`src/rtl/text_pixel_pipe.sv`:
```
// Text-mode pixel pipeline: 8x16 character cells from packed VRAM plus a font ROM.
// Three-stage pipe from drawX/drawY to registered RGB, with blinking cursor.
//
// Ports:
//   pixel_clk, reset          sole clock, async active-high reset
//   drawX, drawY              current pixel position from the sync generator
//   hs_in, vs_in, vde_in      sync / active-video, delayed 3 clocks to *_out
//   vram_addr / vram_rdata    word address (comb) / word data one clock later
//   font_addr / font_data     {code, glyph_row} (comb) / glyph row one clock later
//   fg_color, bg_color        12-bit {R,G,B} colors, pipelined with the pixel
//   cursor_x/y, cursor_en     cursor cell and enable
//   red, green, blue          registered pixel color, zero outside active video
//   hs_out, vs_out, vde_out   delayed sync / active-video
module text_pixel_pipe #(
    parameter int H_CHARS = 80,
    parameter int V_CHARS = 30
) (
    input  logic        pixel_clk,
    input  logic        reset,
    input  logic [9:0]  drawX,
    input  logic [9:0]  drawY,
    input  logic        hs_in,
    input  logic        vs_in,
    input  logic        vde_in,
    output logic [9:0]  vram_addr,
    input  logic [31:0] vram_rdata,
    output logic [10:0] font_addr,
    input  logic [7:0]  font_data,
    input  logic [11:0] fg_color,
    input  logic [11:0] bg_color,
    input  logic [6:0]  cursor_x,
    input  logic [4:0]  cursor_y,
    input  logic        cursor_en,
    output logic [3:0]  red,
    output logic [3:0]  green,
    output logic [3:0]  blue,
    output logic        hs_out,
    output logic        vs_out,
    output logic        vde_out
);

    localparam logic [10:0] X_LIMIT = 11'(8 * H_CHARS);
    localparam logic [10:0] Y_LIMIT = 11'(16 * V_CHARS);
    localparam logic [11:0] H_W     = 12'(H_CHARS);
    localparam logic [7:0]  H_CMP   = 8'(H_CHARS);
    localparam logic [5:0]  V_CMP   = 6'(V_CHARS);

    // ---------------- stage 0: cell lookup ----------------
    logic [6:0]  col;
    logic [5:0]  row;
    logic [3:0]  glyph_row;
    logic [2:0]  bit_idx;
    logic        in_range;
    logic [11:0] char_idx;
    logic        cursor_ok;
    logic        cursor_hit;

    // blink state
    logic        vs_prev;
    logic [4:0]  frame_cnt;
    logic        blink_on;

    assign col       = drawX[9:3];
    assign row       = drawY[9:4];
    assign glyph_row = drawY[3:0];
    assign bit_idx   = drawX[2:0];

    assign in_range = ({1'b0, drawX} < X_LIMIT) &&
                      ({1'b0, drawY} < Y_LIMIT);

    // Four characters share a VRAM word; low two bits pick the byte.
    assign char_idx  = ({6'd0, row} * H_W) + {5'd0, col};
    assign vram_addr = in_range ? char_idx[11:2] : 10'd0;

    // Cursor coordinates outside the text grid can never match.
    assign cursor_ok = ({1'b0, cursor_x} < H_CMP) &&
                       ({1'b0, cursor_y} < V_CMP);

    // Cursor underline covers the bottom two glyph rows of the cell.
    assign cursor_hit = cursor_en && blink_on && cursor_ok && in_range &&
                        (col == cursor_x) &&
                        (row == {1'b0, cursor_y}) &&
                        (glyph_row[3:1] == 3'b111);

    // ---------------- stage 1: byte select, font address ----------------
    logic [1:0]  sel_s1;
    logic [3:0]  grow_s1;
    logic [2:0]  bit_s1;
    logic        hit_s1;
    logic [11:0] fg_s1;
    logic [11:0] bg_s1;
    logic [7:0]  char_byte;

    always_comb begin
        char_byte = vram_rdata[7:0];
        unique case (sel_s1)
            2'd0: char_byte = vram_rdata[7:0];
            2'd1: char_byte = vram_rdata[15:8];
            2'd2: char_byte = vram_rdata[23:16];
            2'd3: char_byte = vram_rdata[31:24];
        endcase
    end

    assign font_addr = {char_byte[6:0], grow_s1};

    // ---------------- stage 2: pixel select ----------------
    logic [2:0]  bit_s2;
    logic        inv_s2;
    logic        hit_s2;
    logic [11:0] fg_s2;
    logic [11:0] bg_s2;
    logic        glyph_bit;
    logic        pixel;

    // font_data bit7 is the leftmost pixel of the cell.
    assign glyph_bit = font_data[3'd7 - bit_s2];
    assign pixel     = glyph_bit ^ inv_s2 ^ hit_s2;

    // ---------------- sync delay and output registers ----------------
    logic [2:0] hs_d;
    logic [2:0] vs_d;
    logic [2:0] vde_d;

    always_ff @(posedge pixel_clk or posedge reset) begin
        if (reset) begin
            sel_s1  <= '0;
            grow_s1 <= '0;
            bit_s1  <= '0;
            hit_s1  <= 1'b0;
            fg_s1   <= '0;
            bg_s1   <= '0;
            bit_s2  <= '0;
            inv_s2  <= 1'b0;
            hit_s2  <= 1'b0;
            fg_s2   <= '0;
            bg_s2   <= '0;
            hs_d    <= '0;
            vs_d    <= '0;
            vde_d   <= '0;
            red     <= '0;
            green   <= '0;
            blue    <= '0;
        end else begin
            sel_s1  <= char_idx[1:0];
            grow_s1 <= glyph_row;
            bit_s1  <= bit_idx;
            hit_s1  <= cursor_hit;
            fg_s1   <= fg_color;
            bg_s1   <= bg_color;

            bit_s2  <= bit_s1;
            inv_s2  <= char_byte[7];
            hit_s2  <= hit_s1;
            fg_s2   <= fg_s1;
            bg_s2   <= bg_s1;

            hs_d    <= {hs_d[1:0], hs_in};
            vs_d    <= {vs_d[1:0], vs_in};
            vde_d   <= {vde_d[1:0], vde_in};

            // vde_d[1] becomes vde_out on this same edge.
            if (vde_d[1]) begin
                {red, green, blue} <= pixel ? fg_s2 : bg_s2;
            end else begin
                {red, green, blue} <= 12'd0;
            end
        end
    end

    assign hs_out  = hs_d[2];
    assign vs_out  = vs_d[2];
    assign vde_out = vde_d[2];

    // ---------------- frame counter / blink ----------------
    // 30 vsync falls per blink phase gives a 60-frame blink period.
    always_ff @(posedge pixel_clk or posedge reset) begin
        if (reset) begin
            vs_prev   <= 1'b0;
            frame_cnt <= 5'd0;
            blink_on  <= 1'b1;
        end else begin
            vs_prev <= vs_in;
            if (vs_prev && !vs_in) begin
                if (frame_cnt == 5'd29) begin
                    frame_cnt <= 5'd0;
                    blink_on  <= ~blink_on;
                end else begin
                    frame_cnt <= frame_cnt + 5'd1;
                end
            end
        end
    end

endmodule

```
`config.mk`:
```
export PLATFORM = sky130hd
export DESIGN_NAME = text_pixel_pipe
export DESIGN_NICKNAME = d
export VERILOG_FILES = /design/src/rtl/text_pixel_pipe.sv
export SDC_FILE = /design/constraint.sdc
export NUM_CORES = 1
export LEC_CHECK = 0
export BUFFER_PORTS_ARGS = -buffer_cell sky130_fd_sc_hd__buf_2
export CELL_PAD_IN_SITES_DETAIL_PLACEMENT = 2
export CELL_PAD_IN_SITES_GLOBAL_PLACEMENT = 2
export CORE_UTILIZATION = 28
export CTS_CLUSTER_DIAMETER = 50
export CTS_CLUSTER_SIZE = 30
export DETAILED_ROUTE_END_ITERATION = 8
export PLACE_DENSITY = 0.74
export RECOVER_POWER = 100
export SLEW_MARGIN = 20
export SYNTH_ARGS = -nofsm -noshare
export SYNTH_HDL_FRONTEND = slang
export SYNTH_SLANG_ARGS = --single-unit
```
`constraint.sdc`:
```
create_clock -name pixel_clk -period 4.2 [get_ports pixel_clk]
set_clock_uncertainty 0.1 [all_clocks]
set_input_delay 0.84 -clock pixel_clk [delete_from_list [all_inputs] [get_ports pixel_clk]]
set_output_delay 0.84 -clock pixel_clk [all_outputs]
set_load 0.005 [all_outputs]
```
== Yosys cells after proc, flatten, opt, wreduce, memory -nomap -nowiden ==
Index checks and enable logic that the tools add are counted.

* Output and inout bits: 36
* Flip-flop bits (word level): 91
* Input bits: 102

* Bitwise logic cells: 3
* Equal/unequal tests: 7
* Reduce and logical (&&, ||, !) cells: 12
* Muxes and demuxes: 9
* Multipliers: 1
* Order comparisons: 5
* $add $sub $neg: 3

{| class="wikitable"
|+ Operator list
! kind !! count
|-
| one-hot mux 8 bit (4 select lines) || 1
|-
| adder 12 x 7 -> 12 bit || 1
|-
| 2-to-1 mux 12 bit || 1
|-
| 2-to-1 mux 4 bit || 3
|-
| less-than comparator 10 bit, second input constant || 1
|-
| less-than comparator 10 x 9 -> 1 bit, second input constant || 1
|-
| 2-to-1 mux 10 bit || 1
|-
| logical AND 1 bit || 9
|-
| multiplier 6 x 3 -> 8 bit, second input constant || 1
|-
| equality test 7 bit || 1
|-
| less-than comparator 7 bit, second input constant || 1
|-
| equality test 6 x 5 -> 1 bit || 1
|-
| adder 5 x 1 -> 5 bit, second input constant || 1
|-
| equality test 5 bit, second input constant || 1
|-
| less-than comparator 5 bit, second input constant || 1
|-
| 2-to-1 mux 5 bit || 1
|-
| equality test 2 bit, second input constant || 2
|-
| less-than comparator 3 x 4 -> 1 bit, second input constant || 1
|-
| binary-select mux 1 bit (select 3 bit) || 1
|-
| equality test 3 bit, second input constant || 1
|-
| subtractor 3 bit, first input constant || 1
|-
| equality test 2 x 1 -> 1 bit, second input constant || 1
|-
| logical NOT 2 bit || 1
|-
| AND reduction 2 bit || 1
|-
| 4 further kinds || 5
|}

== Logic depth before layout (Yosys ltp) ==
Gate-level depths: netlist (run 1).

* Depth after elaboration: 7
* Depth in mapped cells: 8
* Mapped depth without buffers: 8

== Worst setup path before layout (run 1) ==
OpenSTA, ideal clock, no wires.

* Path kind: input port to output port
* Start point: input port drawY[5]
* End point: output port vram_addr[9]
* Buffers on the path: 0
* Stages on the path: 8
* Slack: 0.722 ns
* Data required time: 3.260 ns
* Data arrival time: 2.538 ns
* Cells stage by stage: ha_1 > ha_1 > inv_1 > fa_1 > nand3b_1 > o21ai_0 > nand4_1 > mux2i_1

* Word-level cells in the longest chain between the ends: 3
* Elaborated cells on any way between the ends: 5
* Those cells by class: add/sub: 1; mul: 1; order compare: 1; mux: 1; reduce/logical: 1

{| class="wikitable"
|+ RTL lines
! element !! RTL line !! RTL
|-
| from (decl) || 21 || <nowiki>input logic [9:0] drawY,</nowiki>
|-
| multiplier 6 x 3 -> 8 bit or less-than comparator 10 x 9 -> 1 bit (tied branches) || 72, 69 ||
|-
| adder 12 x 7 -> 12 bit or logical AND 1 bit (tied branches) || 72, 68 ||
|-
| 2-to-1 mux 10 bit (*) || 73 || <nowiki>assign vram_addr = in_range ? char_idx[11:2] : 10'd0;</nowiki>
|-
| to (decl) || 25 || <nowiki>output logic [9:0] vram_addr,</nowiki>
|}

Every way passes the cells marked *; elsewhere a longest branch is shown, timed or not.

== Worst setup path in the final report (run 1) ==
* Start point: input port drawY[7]
* End point: output port vram_addr[9]

The elaborated chain is that of the path after synthesis.

==> results by stage, run 1 <==
Timing:
- The worst path uses 93.9% of the clock period.
- Headroom to the max-slew limit came out at -85.9%.
- The clock period could shrink to 3.94 ns.
- The final count of pins violating max slew is 90.
- Derived from the worst setup path, the maximum achievable clock frequency is approximately 250 MHz.
- The number of setup violations in the final report is 0.
- The setup TNS after final layout is 0 ns.
- The transition time at the pin with the least slew margin is about 2.8 ns.
- Setup repair after global routing left no endpoint under its margin.
- The number of failing hold endpoints at the final stage is 0.

Route:
- The post-route antenna net violation count is 0.
- The first detailed-routing pass ran for 4 iterations.
- The wire length per cell after detailed routing is 17.3 µm.
- The number of DRC violations after detailed routing is 0.
- The total number of vias is between 2000 and 3000.
- Using the TritonRoute via totals, the vias-per-cell ratio works out to 4.73.
- In this run, the number of DRC markers left after iteration 0 of detailed routing was between 50 and 60.
- The total length of routed wires is between 10000 and 15000 µm.

Synth:
- The number of instances in the synthesized netlist is 320.
- The synthesized design spends more area on one cell type than any other, namely sky130_fd_sc_hd__dfrtp_1.
- The synthesized design contains 0 enable-type register cells.
- The distinct cell type count of the synthesized netlist is 40.
- Synthesis produced a netlist with a net count of 437.
- By instance count, the leading cell after synthesis is sky130_fd_sc_hd__dfrtp_1.
- By area the synthesized netlist is led by sky130_fd_sc_hd__dfrtp_1, sky130_fd_sc_hd__nand4_1, sky130_fd_sc_hd__mux4_2.
- The netlist area before placement is 3940 µm².
- During synthesis, Yosys emitted a total of 0 warnings.
- The area share of the largest cell type after synthesis is roughly 57%.
- In the synthesized netlist the dominant register cell turns out to be sky130_fd_sc_hd__dfrtp_1.
- The total of flip-flops plus latches after synthesis is 90.
- Sequential elements use between 50% and 60% of the synthesized area.
- After synthesis, the most frequently instantiated cells are sky130_fd_sc_hd__dfrtp_1, sky130_fd_sc_hd__nand4_1, sky130_fd_sc_hd__nand2_1.
- The mean cell area of the mapped netlist is between 10 and 15 µm².
- The async set-or-reset flop fraction in the synthesized netlist is 100%.

Clock tree:
- Clock latency on the worst-skew pair, taken at its later pin, is 0.34 ns.
- Post-CTS repair changed the size of 0 cells.
- The number of CTS-inserted buffers is 9.
- For this design, the sink count on the clock tree is 90.
- Counting along the longest clock path gives a buffer depth of 2.
- The clock slew seen by the registers of the worst setup and hold paths is ~0.070 ns.
- The number of levels in the clock H-tree is 3.
- The number of buffers inserted by post-CTS setup repair is 0.
- The hold-fix buffer count after cts is 0.
- In this run the clock root is driven by a sky130_fd_sc_hd__clkbuf_16.
- The TritonCTS clock tree is done.

Pwr:
- The highest ir drop seen on vdd is slightly above 0.2 mV.
- Power spread over the standard cell area amounts to ~440 nW/µm².
- The analysis attributes to cell leakage a power of around 2.3 nW.
- Total power for the finished layout comes to 2.22 mW.

Flow run:
- Max-cap violations in this run came to 2.

Layout:
- After the last flow step, the layout net total stands at 565.
- The share of post-route cells with drive strength above 1 is a little under a third.
- The fill cell instance count of the final layout is about 1500.
- The count of placed standard cells in the final layout, fillers left out is about 630.
- From synthesis to final layout, the design area changed by 27.6%.

Floorplan:
- In this run the count of I/O pins placed on the die edge is 138.
- The total die area is 14500 µm².
- The floorplan has between 40 and 50 rows.
- The die extent in y is ~120 µm.
- The floorplan step defined a core boundary enclosing 13500 µm².
- The floorplan step set the die width to around 120 µm.
- The initial core utilization is 29.3%.

Status:
- The flow ran to the end, but the final reports show violations.
- The checks that failed: max-capacitance violations, max-slew violations.

Worst setup path:
- The type of the worst setup path is input pin to output port.
- The type of origin of the critical path is an input pin.
- The maximum fanout along the worst path is 5.
- STA classifies the critical path endpoint as an output port.
- The worst path required time is about 3.3 ns.
- At the worst endpoint, the arrival time is 3.00 ns.

Global routing:
- The number of antenna violations at the first check in global routing is 5.
- The total routing usage reported by global routing is roughly 16%.
- The wire length of the first global-routing pass is around 18000 µm.
- Summed over all layers, the global routing overflow is 0.
- The via count of the first global-routing pass is roughly 3400.
- The maximum number of pins on one net before global-route repair is 65.

Worst hold path:
- The type of the worst min-delay path is flop to flop.

Place:
- The count of port buffers added during placement is 137.
- Once placement completed, the tool counted placed cells totaling 612.
- The HPWL after detailed placement is just over 8000 µm.
- The congestion estimate from routability-driven global placement came to slightly above 0.8.
## cell usage in the layout (no fill, tap or decap), types with 2 or more instances in the layout
| cell | synthesis | layout |
|---|---|---|
| sky130_fd_sc_hd__buf_2 | 6 | 108 |
| sky130_fd_sc_hd__dfrtp_1 | 89 | 89 |
| sky130_fd_sc_hd__nand4_1 | 42 | 42 |
| sky130_fd_sc_hd__nand2_1 | 31 | 31 |
| sky130_fd_sc_hd__clkbuf_1 | 5 | 28 |
| sky130_fd_sc_hd__or3_1 | 26 | 26 |
| sky130_fd_sc_hd__ha_1 | 13 | 13 |
| sky130_fd_sc_hd__inv_1 | 12 | 11 |
| sky130_fd_sc_hd__xnor2_1 | 12 | 11 |
| sky130_fd_sc_hd__o21ai_0 | 10 | 10 |
| sky130_fd_sc_hd__mux4_2 | 9 | 9 |
| sky130_fd_sc_hd__clkbuf_16 | 0 | 9 |
| sky130_fd_sc_hd__nor2_1 | 6 | 6 |
| sky130_fd_sc_hd__nor2b_1 | 6 | 6 |
| sky130_fd_sc_hd__and3_1 | 4 | 4 |
| sky130_fd_sc_hd__a21oi_1 | 4 | 4 |
| sky130_fd_sc_hd__xor2_1 | 5 | 4 |
| sky130_fd_sc_hd__nor3_1 | 3 | 3 |
| sky130_fd_sc_hd__bufinv_16 | 0 | 3 |
| sky130_fd_sc_hd__diode_2 | 0 | 2 |
| sky130_fd_sc_hd__mux2i_1 | 1 | 2 |
| sky130_fd_sc_hd__and4_1 | 2 | 2 |
| sky130_fd_sc_hd__a21o_1 | 2 | 2 |
| sky130_fd_sc_hd__nand3b_1 | 2 | 2 |
| sky130_fd_sc_hd__nor4b_1 | 2 | 2 |
| sky130_fd_sc_hd__nand3_1 | 2 | 2 |
| sky130_fd_sc_hd__fa_1 | 2 | 2 |
| sky130_fd_sc_hd__clkinv_2 | 0 | 2 |
| sky130_fd_sc_hd__clkbuf_2 | 0 | 2 |
## sequential cells by signal (all words and copies together) (netlist names)
register / count
blue: 4
bit_s2: 3
fg_s2: 12
red: 4
hit_s2: 1
grow_s1: 4
frame_cnt: 5
fg_s1: 12
blink_on: 1
inv_s2: 1
hs_d: 3
bit_s1: 3
vde_d: 3
green: 4
bg_s1: 12
bg_s2: 12
sel_s1: 2
hit_s1: 1
vs_d: 3
## final timing paths
check | startpoint | endpoint | slack [ns] | cells past startpoint
max | drawY[7] | vram_addr[9] | 0.26 | 10
min | fg_s1[7] | fg_s2[7] | 0.24 | 0
max reg2reg | bit_s2[0] | blue[1] | 0.61 | 5
min reg2reg | fg_s1[7] | fg_s2[7] | 0.24 | 0
max in group asynchronous | reset | bg_s2[8] | 1.19 | 3
min in group asynchronous | reset | grow_s1[1] | 1.17 | 2
## report_power, final
group	switching, mW	internal (mW)	leakage, nW
Sequential	0.0473	0.937	1.07
Clock	0.340	0.581	0.166
Combinational	0.174	0.146	1.08
## worst max-delay path: stages
cell                       delay [ns]
sky130_fd_sc_hd__clkbuf_1        0.19
sky130_fd_sc_hd__ha_1            0.28
sky130_fd_sc_hd__ha_1            0.21
sky130_fd_sc_hd__inv_1           0.07
sky130_fd_sc_hd__fa_1            0.46
sky130_fd_sc_hd__nand3b_1        0.18
sky130_fd_sc_hd__o21ai_0         0.29
sky130_fd_sc_hd__nand4_1         0.18
sky130_fd_sc_hd__mux2i_1         0.17
sky130_fd_sc_hd__buf_2           0.14
## logic make-up (layout without fill, tap and decap cells)
| group | Yosys count | after routing | synth area share (%) |
|---|---|---|---|
| mux | 12 | 12 | 6.64 |
| compound gates | 22 | 22 | 3.46 |
| flops | 90 | 90 | 57.2 |
| fa+ha+maj | 15 | 15 | 5.15 |
| other cells | 0 | 2 | 0 |
| xor+xnor | 18 | 18 | 4.39 |
| buf+inv | 35 | 168 | 4.96 |
| simple gates | 128 | 128 | 18.2 |
## per-stage QoR
stage	setup WS [ns]	hold WS (ns)	util [%]	cell area (µm²)
3_3_place_gp	0.322	0.233	35.1	4720
4_1_cts	0.267	0.245	37.7	5070
2_1_floorplan	0.722	0.231	-	3940
6_report	0.257	0.241	37.3	5020
3_5_place_dp	0.272	0.236	35.1	4720
5_1_grt	0.0759	0.243	37.3	5020
## routing by layer
metal  global-route usage (%)  up-vias  share of wire [%]
met5                        0        -               0.16
met4                     3.94        2                1.0
met3                     5.75        9                5.8
met2                     30.1       70                 56
met1                     16.7     1502                 37
li1                         -     1399                  -
## final cells by class
class                      instances  area, µm²  area share [%]
multi-input combinational        195       1490            29.7
inverter                          12       46.3           0.922
clock inverter                     7        116            2.32
antenna                            2       5.00          0.0996
sequential                        90       2250            44.9
tap                              176        220            4.38
clock buffer                       9        225            4.48
timing repair buffer             140        667            13.3
(Power assumes the default switching activity.)
==> run 2, diff against run 1 <==
- CORE_ASPECT_RATIO: default -> 1.75
- MAX_ROUTING_LAYER: default -> met4
==> run 2 against run 1 <==
  * The run still ends with max-capacitance violations, max-slew violations left
  * Critical path depth unchanged
  * Design area decreased by 0.67%
  * Via count grew 1.8%
  * Largest cell class unchanged
  * Critical endpoint unchanged
  * Worst hold slack improved by 0.00053 ns
  * Die area grew 0.13%
==> results by stage, run 2 (synthesis results as in run 1) <==
Place:
- The congestion estimate from routability-driven global placement came to just under 0.9.
- The HPWL after detailed placement is between 9000 and 10000 µm.
- Port buffering added 137 buffers.
- The cell total after placement is slightly above 600.

Route:
- In the final routed layout, each cell accounts on average for between 15 and 20 µm.
- The total length of routed wires is about 11000 µm.
- The post-route antenna net violation count is 0.
- The highest layer touched by signal routing is met4.
- The routed design uses 385 µm of met3 wire.
- The wire length the detailed router placed on met1 is approximately 3900 µm.
- The total number of vias is slightly above 3000.
- The number of optimization iterations in the first detailed-route pass is 6.
- The number of violations reported at the end of detailed-routing iteration 0 is roughly 120.
- Dividing the detail-routed via count by the number of cells gives 4.83.
- In the routed design, unresolved DRC markers number 0.
- The length of routed met2 wiring is 6830 µm.

Floorplan:
- The floorplan has 57 rows.
- The die is between 90 and 100 µm wide.
- The core box area is between 10000 and 15000 µm².
- The number of top-level pins is 138.
- The initial core utilization is between 20 and 30%.
- The die extent in y is 159 µm.
- The total die area is around 15000 µm².

Pwr:
- The relative contribution of combinational cells to total power is 16.4%.
- The clock power share is 36.1%.
- The switching power total is ~570 µW.
- The internal portion of the total power is about 1.5 mW.
- The switching power as a share of total power is around 28%.
- The highest ir drop seen on vdd is 0.186 mV.
- The power per cell area is just over 400 nW/µm².
- For this design the static power due to leakage is ~2.3 nW.
- Per report_power, the sequential group accounts for around 48% of the total.

Worst setup path:
- The number of cells on the worst reg-to-reg path is 4.
- Data on the critical path is required at its endpoint by around 3.3 ns.
- The worst setup path is of the input pin to output port kind.
- For the worst setup path, the data arrival time is a little over 3 ns.
- The type of origin of the critical path is an input pin.
- Of all nets on the critical path, the largest fanout is 5.
- STA classifies the critical path endpoint as an output port.

Worst hold path:
- Along the worst hold path, the cell count comes to 0.
- The path class of the tightest hold or removal check is flop to flop.

Layout:
- The area growth from synthesis to layout is 26.8%.
- The leading cell type in the layout, fill and taps excluded is sky130_fd_sc_hd__buf_2.
- In the final layout, the share of cells above drive strength 1 is 31.6%.
- After filler insertion, the fill cell instance count of the layout stands at 1507.
- The top cell types in the final layout, fill and taps aside, are sky130_fd_sc_hd__buf_2, sky130_fd_sc_hd__dfrtp_1, sky130_fd_sc_hd__nand4_1.
- The final net count is 565.
- The count of placed standard cells in the final layout, fillers left out is around 630.
- The total inserted antenna cells is 0.

Global routing:
- Global routing consumed, over all layers together, between 10% and 20% of the routing resources.
- Entering global routing, the biggest net connects between 60 and 70 pins.
- The number of antenna violations at the first check in global routing was 0.
- The via count of the first global-routing pass came to around 3600.
- The wire length of the first global-routing pass is around 18000 µm.
- For this run the aggregate overflow at the end of global routing stands at 0.

Clock tree:
- The H-tree was split into 3 levels.
- Clock latency on the worst-skew pair, taken at its later pin, is 0.34 ns.
- The clock slew seen by the registers of the worst setup and hold paths is roughly 0.06 ns.
- The number of clock sinks is 90.
- The post-cts repair resize count is 0.
- Hold repair after CTS inserted 0 buffers.
- Buffers inserted during clock tree synthesis total 9.
- The number of buffers inserted by post-CTS setup repair is 0.
- In this run the clock root is driven by a sky130_fd_sc_hd__clkbuf_16.
- The maximum number of buffers from clock root to sink is 2.
- The TritonCTS clock tree is done.

Timing:
- The number of failing hold endpoints at the final stage is 0.
- The number of setup violations in the final report is 0.
- Setup repair after global routing left no endpoint under its margin.
- Summed over all failing endpoints, the final setup total negative slack is 0 ns.
- The final critical path takes up a little over nine tenths of the cycle.
- The maximum clock rate is 248 MHz.
- The final count of pins violating max slew is between 100 and 150.
- The relative slew slack is -68.4%.
- The clock period could shrink to roughly 4 ns.
- The transition time at the pin with the least slew margin is roughly 2.5 ns.

Status:
- The final reports fail on max-capacitance violations, max-slew violations.
- The run finished, with violations left.

Flow run:
- Across the run, the number of max-cap violations was 2.
## run 2: cell types whose count changed in the layout (fill, tap and decap cells not counted), moves of 2 or more
cell / before / now
sky130_fd_sc_hd__diode_2: 2 / 0
sky130_fd_sc_hd__buf_2: 108 / 112
sky130_fd_sc_hd__bufinv_16: 3 / 0
sky130_fd_sc_hd__clkbuf_1: 28 / 25
sky130_fd_sc_hd__clkinv_2: 2 / 0
sky130_fd_sc_hd__clkinv_4: 0 / 2
## run 2: final timing paths
check	slack, ns	to	startpoint
worst max-delay path	0.16	vram_addr[9]	drawY[5]
worst min-delay path	0.24	bg_s2[3]	bg_s1[3]
worst max register to register	1.71	green[1]	vde_d[1]
worst min register to register	0.24	bg_s2[3]	bg_s1[3]
max in group asynchronous	1.06	fg_s2[8]	reset
min in group asynchronous	1.28	vs_d[1]	reset
## run 2: worst max-delay path, stage by stage
cell and delay (ns):
sky130_fd_sc_hd__buf_2 0.13, sky130_fd_sc_hd__ha_1 0.31, sky130_fd_sc_hd__ha_1 0.22, sky130_fd_sc_hd__inv_1 0.08
sky130_fd_sc_hd__fa_1 0.47, sky130_fd_sc_hd__nand3b_1 0.20, sky130_fd_sc_hd__o21ai_0 0.29, sky130_fd_sc_hd__nand4_1 0.20
sky130_fd_sc_hd__mux2i_1 0.22, sky130_fd_sc_hd__clkbuf_2 0.14
## run 2: metrics by stage
| step | hold WS [ns] | cell area [µm²] | total power, mW | setup WS (ns) | util (%) |
|---|---|---|---|---|---|
| floorplan | 0.231 | 3940 | 1.19 | 0.722 | - |
| global placement | 0.232 | 4730 | 1.30 | 0.316 | 34.2 |
| detailed placement | 0.236 | 4730 | 1.34 | 0.216 | 34.2 |
| CTS | 0.243 | 5000 | 2.10 | 0.212 | 36.1 |
| global route | 0.255 | 4990 | 2.17 | 0.0235 | 36.1 |
| finish | 0.242 | 4990 | 2.06 | 0.164 | 36.1 |
## run 2: final cells by class
cell class	instances	area, µm²	area share, %
flip-flops and latches	90	2250	45.2
multi-input cells	195	1500	30.1
repair buffers	140	692	13.9
clock buffers	9	225	4.51
well taps	177	221	4.44
clock inverters	6	50.0	1.00
inverters	12	45.0	0.903
## run 2: power by group through the flow
stage | Combinational (mW) | Sequential [mW] | Clock (mW)
2_1_floorplan | 0.210 | 0.983 | 0
4_1_cts | 0.344 | 0.981 | 0.775
5_1_grt | 0.374 | 0.990 | 0.807
3_5_place_dp | 0.341 | 0.996 | 0
3_3_place_gp | 0.314 | 0.990 | 0
6_report | 0.338 | 0.980 | 0.746
## run 2: per-layer routing
metal	global-route usage, %	up-vias
met5	-	-
met3	3.16	22
li1	-	1392
met4	7.94	0
met2	33.2	88
met1	16.1	1534
